### config.mk
export PLATFORM = sky130hd
export DESIGN_NAME = adder_arbiter
export DESIGN_NICKNAME = d
export VERILOG_FILES = /design/src/rtl/adder_arbiter.sv
export SDC_FILE = /design/constraint.sdc
export NUM_CORES = 1
export LEC_CHECK = 0
export CAP_MARGIN = 30
export CORE_ASPECT_RATIO = 0.5
export CORE_MARGIN = 2
export CORE_UTILIZATION = 48
export CTS_CLUSTER_DIAMETER = 100
export CTS_CLUSTER_SIZE = 8
export DETAILED_ROUTE_END_ITERATION = 16
export GPL_TIMING_DRIVEN = 0
export PLACE_DENSITY = 0.81
export SLEW_MARGIN = 20
export SYNTH_ARGS = -nofsm -noshare
export SYNTH_HDL_FRONTEND = slang
export SYNTH_SLANG_ARGS = --single-unit
### constraint.sdc
create_clock -name clk -period 2.3 [get_ports clk]
set_input_delay 0.46 -clock clk [delete_from_list [all_inputs] [get_ports clk]]
set_output_delay 0.46 -clock clk [all_outputs]
set_load 0.01 [all_outputs]
### src/rtl/adder_arbiter.sv
// ---------------------------------------------------------------------------
// eight_bit_adder
//   Combinational 8-bit adder/subtractor shared by the arbiter below.
//   Ports:
//     A, B      in   8   signed operands
//     Opcode    in   1   0 = A+B, 1 = A-B (A + ~B + 1)
//     Sum       out  8   signed result
//     Carry     out  1   carry-out of the 8-bit addition
//     Overflow  out  1   signed overflow
// ---------------------------------------------------------------------------
module eight_bit_adder (
   input  logic [7:0] A,
   input  logic [7:0] B,
   input  logic       Opcode,
   output logic [7:0] Sum,
   output logic       Carry,
   output logic       Overflow
);

   logic [7:0] b_eff;
   logic [8:0] full;

   always_comb begin
      b_eff = Opcode ? ~B : B;
      // Subtraction is A + ~B + 1, so Opcode doubles as the carry-in.
      full  = {1'b0, A} + {1'b0, b_eff} + {8'd0, Opcode};
   end

   assign Sum      = full[7:0];
   assign Carry    = full[8];
   // Overflow when both effective operands share a sign the result lacks.
   assign Overflow = (A[7] == b_eff[7]) && (full[7] != A[7]);

endmodule

// ---------------------------------------------------------------------------
// adder_arbiter
//   Shares one eight_bit_adder between two requesters with round-robin
//   arbitration. Operands are latched on the request handshake, the result is
//   registered and held on a shared response bus until the consumer takes it.
//   Ports:
//     clk, rstn                   clock (rising edge), async active-low reset
//     reqN_valid / reqN_ready     request handshake, N = 0,1
//     reqN_a, reqN_b, reqN_op     operands and opcode (0 = add, 1 = sub)
//     rsp_valid / rsp_ready       response handshake
//     rsp_id                      requester that issued the response
//     rsp_sum, rsp_carry, rsp_ovf registered adder results
//     busy                        high whenever the FSM is not idle
//     op_count                    completed operations, wraps at 16 bits
// ---------------------------------------------------------------------------
module adder_arbiter #(
   parameter int unsigned DATA_W     = 8,
   parameter int unsigned START_PRIO = 0
) (
   input  logic              clk,
   input  logic              rstn,
   input  logic              req0_valid,
   output logic              req0_ready,
   input  logic [DATA_W-1:0] req0_a,
   input  logic [DATA_W-1:0] req0_b,
   input  logic              req0_op,
   input  logic              req1_valid,
   output logic              req1_ready,
   input  logic [DATA_W-1:0] req1_a,
   input  logic [DATA_W-1:0] req1_b,
   input  logic              req1_op,
   output logic              rsp_valid,
   input  logic              rsp_ready,
   output logic              rsp_id,
   output logic [DATA_W-1:0] rsp_sum,
   output logic              rsp_carry,
   output logic              rsp_ovf,
   output logic              busy,
   output logic [15:0]       op_count
);

   typedef enum logic [1:0] {StIdle, StExec, StResp} state_e;

   // Reset value of last_grant makes START_PRIO win the first contention.
   localparam logic LastGrantRst = (START_PRIO != 0) ? 1'b0 : 1'b1;

   state_e            state_q;
   logic              last_grant_q;
   logic [DATA_W-1:0] lat_a_q;
   logic [DATA_W-1:0] lat_b_q;
   logic              lat_op_q;
   logic              lat_id_q;

   logic              grant0;
   logic              grant1;
   logic [DATA_W-1:0] add_sum;
   logic              add_carry;
   logic              add_ovf;

   eight_bit_adder u_adder (
      .A        (lat_a_q),
      .B        (lat_b_q),
      .Opcode   (lat_op_q),
      .Sum      (add_sum),
      .Carry    (add_carry),
      .Overflow (add_ovf)
   );

   // Combinational grant, only offered while idle and out of reset.
   always_comb begin
      grant0 = 1'b0;
      grant1 = 1'b0;
      if (rstn && (state_q == StIdle)) begin
         if (req0_valid && req1_valid) begin
            if (last_grant_q) grant0 = 1'b1;
            else              grant1 = 1'b1;
         end else if (req0_valid) begin
            grant0 = 1'b1;
         end else if (req1_valid) begin
            grant1 = 1'b1;
         end
      end
   end

   assign req0_ready = grant0;
   assign req1_ready = grant1;
   assign busy       = (state_q != StIdle);

   always_ff @(posedge clk or negedge rstn) begin
      if (!rstn) begin
         state_q      <= StIdle;
         last_grant_q <= LastGrantRst;
         lat_a_q      <= '0;
         lat_b_q      <= '0;
         lat_op_q     <= 1'b0;
         lat_id_q     <= 1'b0;
         rsp_valid    <= 1'b0;
         rsp_id       <= 1'b0;
         rsp_sum      <= '0;
         rsp_carry    <= 1'b0;
         rsp_ovf      <= 1'b0;
         op_count     <= 16'd0;
      end else begin
         unique case (state_q)
            StIdle: begin
               if (grant0 || grant1) begin
                  lat_a_q      <= grant1 ? req1_a  : req0_a;
                  lat_b_q      <= grant1 ? req1_b  : req0_b;
                  lat_op_q     <= grant1 ? req1_op : req0_op;
                  lat_id_q     <= grant1;
                  last_grant_q <= grant1;
                  state_q      <= StExec;
               end
            end
            StExec: begin
               rsp_sum   <= add_sum;
               rsp_carry <= add_carry;
               rsp_ovf   <= add_ovf;
               rsp_id    <= lat_id_q;
               rsp_valid <= 1'b1;
               state_q   <= StResp;
            end
            StResp: begin
               // Response fields stay untouched until the consumer takes them.
               if (rsp_ready) begin
                  rsp_valid <= 1'b0;
                  op_count  <= op_count + 16'd1;
                  state_q   <= StIdle;
               end
            end
            default: state_q <= StIdle;
         endcase
      end
   end

endmodule

# Yosys cells after proc, flatten, opt, wreduce, memory -nomap -nowiden
# Cells that the tools add are included.
# word_totals
reg_bits	49
inputBits	39
output_inout_bits	31
word_cells	51
# classes
addsub	3
eq_ne	6
n_mux	18
bitwise	1
reduce_logical	11
# ops
operator	n
$mux W8	3
$add A16 B1 Y16 const B	1
$mux W1	11
$add A8 B8 Y9	1
$add A9 B1 Y9	1
$not A8 Y8	1
$reduce_and A2 Y1	4
$pmux W2 S3	1
$mux W2	2
$reduce_bool A2 Y1	2
$logic_and A1 B1 Y1	3
$eq A2 B1 Y1 const B	1
$eq A2 B2 Y1 const B	1
$logic_not A2 Y1	1
$ne A2 B1 Y1 const B	1
$ne A2 B2 Y1 const B	1
$pmux W1 S2	1
$eq A1 B1 Y1	1
$logic_or A1 B1 Y1	1
$ne A1 B1 Y1	1

# Depth between registers and ports, before layout
# Gate-level depths: netlist of the first run.
# depth
word_depth	7
mapped_depth	9
ltp_nobuf	8

# By module
# Synthesis of the first run repeated with hierarchy kept, for this count alone.
# unflattened
cells_unflattened	235
area_unflattened_um2	2590.0
# modules_own_cells
mod	instances	cells_each	area_each_um2	seq_area_each_um2
adder_arbiter	1	175	2119.5	1227.4
eight_bit_adder	1	60	470.5	0.0

# Worst setup path before layout of the first run
# No wires, ideal clock.
# synth_timing
path_kind	flip-flop to flip-flop
startpoint	reg lat_op_q
endpoint	reg rsp_sum[6]
t_arrival_ns	1.892
required_time_ns	2.236
path_slack_ns	0.344
stages_incl_launch_ff	9
n_path_buf	1
cell_sequence	dfrtp_1 -> buf_6 -> xor2_1 -> ha_1 -> nor2b_1 -> o31a_1 -> o31a_1 -> a211oi_1 -> a21o_1
# synth_via
elab_chain_cells	3
# synth_lines
element	line_no	source
start: declaration	86	logic lat_op_q;
start signal: assignment	144	lat_op_q <= grant1 ? req1_op : req0_op;
$mux W8	24	b_eff = Opcode ? ~B : B;
$add A8 B8 Y9	26	full = {1'b0, A} + {1'b0, b_eff} + {8'd0, Opcode};
$add A9 B1 Y9 *	26	
end signal: assignment	151	rsp_sum <= add_sum;
end: declaration	70	output logic [DATA_W-1:0] rsp_sum,
# Every way passes the cells marked *; elsewhere a longest branch is shown, timed or not.
# A chain may end at the register's enable or synchronous reset.

# Worst setup path in the final report of the first run
# layout_timing
startpoint	in req1_valid
endpoint	out req0_ready
# layout_via
elab_chain_cells	3
# layout_lines
element	line_no	source
start: declaration	62	input logic req1_valid,
$logic_and A1 B1 Y1	109	if (req0_valid && req1_valid) begin
$mux W1	109	
$mux W1	108	if (rstn && (state_q == StIdle)) begin
end: declaration	58	output logic req0_ready,
# No other way between the ends.

==> flow_metrics.tcl, run 1 <==
set metrics [dict create \
    outcome "complete, no violations" \
    clock_latency_ps 300 \
    required_ps 1840 \
    cts_tree "yes" \
    critPathSlowestCell "clkdlybuf4s50_1" \
    dpl.cell_count 397 \
    p_int_mw 2.630 \
    worstPathArrival_ps 1740 \
    wl_per_cell_um 13.54 \
    dp_slack_ps -467.4 \
    netlist_instances 257 \
    power_frac_clock_pct 11.4 \
    synth-main-ff-cell "dfrtp_1" \
    stdcell_count 405 \
    fmax_mhz 454.0 \
    cts.sinks 49 \
    comb_power_share_pct 56.0 \
    max_stage_delay_ps 490 \
    tightestPinTransition_ps 488.5 \
    regArea_um2 1227 \
    yosys_warnings 0 \
    grt_pass1_wl_mm 8.728 \
    r2r_start "lat_op_q$_DFFE_PN0P_" \
    cts_buffers 5 \
    syn_area_um2 2455 \
    area_growth_pct 37.11 \
    crit_chain "clkdlybuf4s50_1 -> inv_1 -> o2111ai_2 -> inv_2 -> buf_4 -> dlygate4sd2_1" \
    die_w_um 105.1 \
    ys_async_sr_fraction_pct 100.0 \
    fin_nets 383 \
    end_kind "output port" \
    cts_max_level 2 \
    multi_input_area_um2 1157 \
    switching_share_pct 40.49 \
    dp_hpwl_mm 4.098 \
    overflow 0 \
    die_area_um2 5737 \
    vias_per_cell 5.089 \
    grt_pass1_vias 1923 \
    cts_hold_buf 0 \
    ys_ff_latch 49 \
    drtAntennaViolNets 0 \
    p_sw_mw 1.790 \
    io_buffers 69 \
    power_frac_seq_pct 32.6 \
    drive_gt1_share_pct 8.060 \
    yosysSeqAreaShare_pct 50.00 \
    final_common_cell "clkdlybuf4s50_1" \
    drt_iter0_markers 121 \
    crit_family "buffers and inverters" \
    max-cap-violations 0 \
    setup_viol 0 \
    avgSynthCellArea_um2 9.552 \
    wl_mm 5.482 \
    vias 2061 \
    cp-start-kind "input port" \
    ys_types 39 \
    synth.net_count 305 \
    io_pins 70 \
    grt_antenna_before_repair 0 \
    grt_max_degree 31 \
    die_y_um 54.57 \
    grtUsageTotal_pct 19.81 \
    fin_crit_sh_pct 95.77 \
    drc 0 \
    rsz0062_at_grt "false" \
    n_fill_cell 394 \
    clock_skew_ps 6.244 \
    irDropWorstVdd_mv 0.6101 \
    worstPathMaxFanout 10 \
    p_per_area_nw_per_um2 1313 \
    fp-row-count 18 \
    slew_headroom_pct 67.43 \
    synth_edf_count 0 \
    drv_slew 0 \
    gp_congestion 0.7967 \
    setup_ws_ps 97.40 \
    tns_ps 0 \
    hold_class "in2async" \
    coreArea_um2 4932 \
    cts.clk_slew.worst_paths_ps 90 \
    first_pass_iters 6 \
    finalCriticalPeriod_ps 2203 \
    antenna_cells 0 \
    start_util_pct 49.77 \
    cts_max_path_buffers 2 \
    p_leak_nw 1.524 \
    critPathBufInv 5 \
    cts_root_buf "clkbuf_8" \
    timing_worst_setup_path_type "in2out" \
    hold_viol_final 0 \
    final_cell_mix "66 x clkdlybuf4s50_1, 59 x nand2_1, 48 x dfrtp_1" \
    crit_start "req1_valid" \
]
==> power by group through the flow <==
stage	logic (mW)	clock network (mW)	registers [mW]
after floorplan	1.62	0	1.47
after global placement	2.35	0	1.43
after detailed placement	2.44	0	1.45
after CTS	2.48	0.515	1.44
after global routing	2.71	0.550	1.49
final	2.48	0.505	1.44
==> cell usage after synthesis, types with 2 or more instances <==
| master | instances | area, µm² |
|---|---|---|
| a211oi_1 | 2 | 15.01 |
| a21o_1 | 2 | 15.01 |
| a21oi_1 | 4 | 20.02 |
| a31oi_1 | 17 | 106.4 |
| and3_1 | 2 | 12.51 |
| and4_1 | 2 | 17.52 |
| buf_2 | 4 | 20.02 |
| clkbuf_1 | 5 | 18.77 |
| dfrtp_1 | 48 | 1201 |
| ha_1 | 8 | 100.1 |
| inv_1 | 6 | 22.52 |
| nand2_1 | 59 | 221.5 |
| nand2b_1 | 2 | 12.51 |
| nand3_1 | 5 | 25.02 |
| nand4_1 | 4 | 25.02 |
| nor2_1 | 25 | 93.84 |
| nor2b_1 | 2 | 12.51 |
| o21a_1 | 2 | 15.01 |
| o21ai_0 | 11 | 55.05 |
| o31a_1 | 2 | 17.52 |
| xnor2_1 | 13 | 113.9 |
| xor2_1 | 15 | 131.4 |
==> cells by family after synthesis <==
group	synth area share [%]
mux	0.8664
fa+ha+maj	4.893
simple gates	18.71
compound gates	12.13
flops	50.00
xor+xnor	9.990
buf+inv	3.415
==> state kept, by name, summed over array words and instances, names as in the netlist <==
signal        count
rsp_sum           8
state_q           2
lat_op_q          1
rsp_id            1
lat_id_q          1
lat_b_q           8
rsp_valid         1
rsp_carry         1
rsp_ovf           1
op_count         16
lat_a_q           8
last_grant_q      1
==> timing repair <==
item / 4_1_cts / 5_1_grt
setup endpoints to repair: 2 / 1
gates resized for setup: 8 / 0
pin swaps: 1 / 1
setup buffers: 2 / 0
==> per-stage QoR <==
step | power [mW] | cell area [µm²] | utilization (%) | hold WS [ps]
after CTS | 4.432 | 3366 | 68.24 | 44.26
after global routing | 4.743 | 3366 | 68.24 | 46.35
after global placement | 3.779 | 3233 | 65.55 | 455.9
after floorplan | 3.085 | 2455 | - | 164.4
after detailed placement | 3.885 | 3248 | 65.85 | 454.1
final | 4.420 | 3366 | 68.24 | 39.15
==> worst paths after layout <==
kind / slack (ps) / endpoint / depth (start not counted)
worst max register to register: 100 / rsp_sum[6]$_DFFE_PN0P_ / 9
min in group clk: 480 / op_count[15]$_DFFE_PN0P_ / 1
max in group asynchronous: 1800 / op_count[11]$_DFFE_PN0P_ / 2
worst min register to register: 480 / op_count[15]$_DFFE_PN0P_ / 1
worst max-delay path: 100 / req0_ready / 6
worst min-delay path: 40 / lat_b_q[4]$_DFFE_PN0P_ / 1
==> final cells by class <==
cell class | instances | area share [%]
Sequential cell | 49 | 36.47
Multi-Input combinational cell | 190 | 34.39
Timing Repair Buffer | 72 | 21.41
Tap cell | 70 | 2.602
Clock buffer | 7 | 2.565
Buffer | 10 | 1.784
Inverter | 7 | 0.7807
==> metal layers <==
layer  wire length [µm]  global-route usage (%)  vias up
li1                   -                       -     1024
met1               2508                   24.38      981
met2               2714                   36.90       51
met3                209                   4.167        5
met4                 49                   5.333        0
met5                  0                       0        -
(Power assumes the default switching activity.)
==> run 2, diff against run 1 <==
CORE_UTILIZATION = 51   (was 48)
PLACE_DENSITY = 0.86   (was 0.81)
clock period = 2.7 ns   (was 2.3 ns; I/O delays follow)
==> run 2 against run 1 <==
  * Clock skew is 2.1 ps lower
  * Cell area is 0.89% higher
  * Cell count is 0.25% lower
  * Wire length is 5.8% higher
  * Combinational power is 14% lower
  * Worst hold slack better by 59 ps
  * Sequential cell count stayed put
  * Clock-buffer cell count is 2 lower
  * First-iteration DRC count is 50% lower
  * Worst setup slack worse by 2.9 ps
  * Largest power group unchanged
  * Highest routed layer unchanged
  * Utilization is 7.1 points higher
==> flow_metrics.tcl, run 2 (synthesized netlist as in run 1, its figures left out) <==
set metrics [dict create \
    rsz0062_at_grt "false" \
    worstPathMaxFanout 10 \
    finalCriticalPeriod_ps 2606 \
    stdcell_area_um2 3396 \
    grt_pass1_wl_mm 9.584 \
    die_w_um 102.1 \
    irDropWorstVdd_mv 0.5349 \
    worstPathArrival_ps 2070 \
    timing_worst_setup_path_type "in2out" \
    setup_ws_ps 94.46 \
    setup_viol 0 \
    fp-row-count 17 \
    clock_latency_ps 310 \
    antenna_cells 0 \
    crit_chain "clkdlybuf4s50_1 -> inv_1 -> o2111ai_2 -> inv_2 -> buf_4 -> clkdlybuf4s50_1" \
    final_common_cell "clkdlybuf4s50_1" \
    clock_skew_ps 4.175 \
    max_stage_delay_ps 550 \
    largest_reg_flops 16 \
    cpMostUsedCell "clkdlybuf4s50_1" \
    cts_root_buf "clkbuf_8" \
    grt_pass1_vias 2138 \
    drt_iter0_markers 60 \
    overflow 0 \
    vias_per_cell 5.210 \
    first_pass_iters 4 \
    slew_headroom_pct 68.44 \
    cts_buffers 5 \
    cts_hold_buf 0 \
    grt_antenna_before_repair 0 \
    coreArea_um2 4509 \
    area_growth_pct 38.33 \
    io_buffers 69 \
    cts_max_level 2 \
    end_kind "output port" \
    drtAntennaViolNets 0 \
    dp_slack_ps -207.0 \
    cts_max_path_buffers 2 \
    wl_mm 5.799 \
    grt_max_degree 32 \
    tightestPinTransition_ps 473.5 \
    die_y_um 53.06 \
    regMostFlops "op_count" \
    fin_crit_sh_pct 96.50 \
    cts.sinks 49 \
    cp-start-kind "input port" \
    hold_class "in2async" \
    critPathBufInv 5 \
    p_per_area_nw_per_um2 1151 \
    drive_gt1_share_pct 9.172 \
    fin_nets 385 \
    critPathSlowestCell "clkdlybuf4s50_1" \
    crit_family "buffers and inverters" \
    drc 0 \
    final_cell_mix "68 x clkdlybuf4s50_1, 59 x nand2_1, 48 x dfrtp_1" \
    drv_slew 0 \
    dp_hpwl_mm 4.292 \
    utilization_pct 75.31 \
    die_area_um2 5418 \
    worst_hold_slack_ps 98.51 \
    wl_per_cell_um 14.35 \
    start_util_pct 54.44 \
    outcome "complete, no violations" \
    hold_viol_final 0 \
    max-cap-violations 0 \
    cts.clk_slew.worst_paths_ps 90 \
    vias 2105 \
    required_ps 2160 \
    cts_tree "yes" \
    fmax_mhz 383.8 \
    p_leak_nw 1.532 \
    grtUsageTotal_pct 23.26 \
    place_area_um2 3243 \
    io_pins 70 \
    gp_congestion 0.8131 \
]
## run 2: what timing repair did
action / 4_1_cts / 5_1_grt
pin swaps: 1 / 0
endpoints found under the setup margin: 2 / 1
resized for setup: 2 / 1
buffers inserted: 1 / 3
## run 2: through the flow
step,cells,power (mW),TNS [ps]
4_1_cts,401,3.883,0
6_report,404,3.907,0
3_5_place_dp,393,3.323,-254.1
3_3_place_gp,392,3.213,-40430
5_1_grt,404,4.189,0
2_1_floorplan,257,2.628,0
## run 2: final timing paths
path                                          startpoint                       end  slack (ps)  cells past startpoint
worst min register to register  op_count[15]$_DFFE_PN0P_  op_count[15]$_DFFE_PN0P_         470                      1
worst max-delay path                          req1_valid                req0_ready          90                      6
worst max register to register      lat_op_q$_DFFE_PN0P_    rsp_sum[6]$_DFFE_PN0P_         530                      9
max in group asynchronous                           rstn   op_count[7]$_DFFE_PN0P_        2160                      2
min in group clk                op_count[15]$_DFFE_PN0P_  op_count[15]$_DFFE_PN0P_         470                      1
worst min-delay path                                rstn    lat_a_q[4]$_DFFE_PN0P_         100                      1
## run 2: metal layers
layer,GRT usage (%),wire (µm),vias to the layer above
met2,41.45,2822,66
met4,7.556,111,0
met3,5.020,265,12
met5,0,0,-
li1,-,-,1023
met1,28.64,2600,1004
## run 2: final cells by class
type                    count  area, µm²
clock buffers               5      68.82
multi-input cells         190       1152
plain buffers              10      53.80
inverters                   7      26.28
fillers                   333       1114
well taps                  66      82.58
repair buffers             74      738.2
flip-flops and latches     49       1227
clock inverters             3      46.29
## run 2: report_power, final
part	internal, mW	switching (mW)	total [mW]	leakage, nW
combinational	1.02	1.11	2.13	0.868
sequential	1.02	0.218	1.24	0.609
clock	0.278	0.264	0.542	0.0543
total	2.32	1.59	3.91	1.53
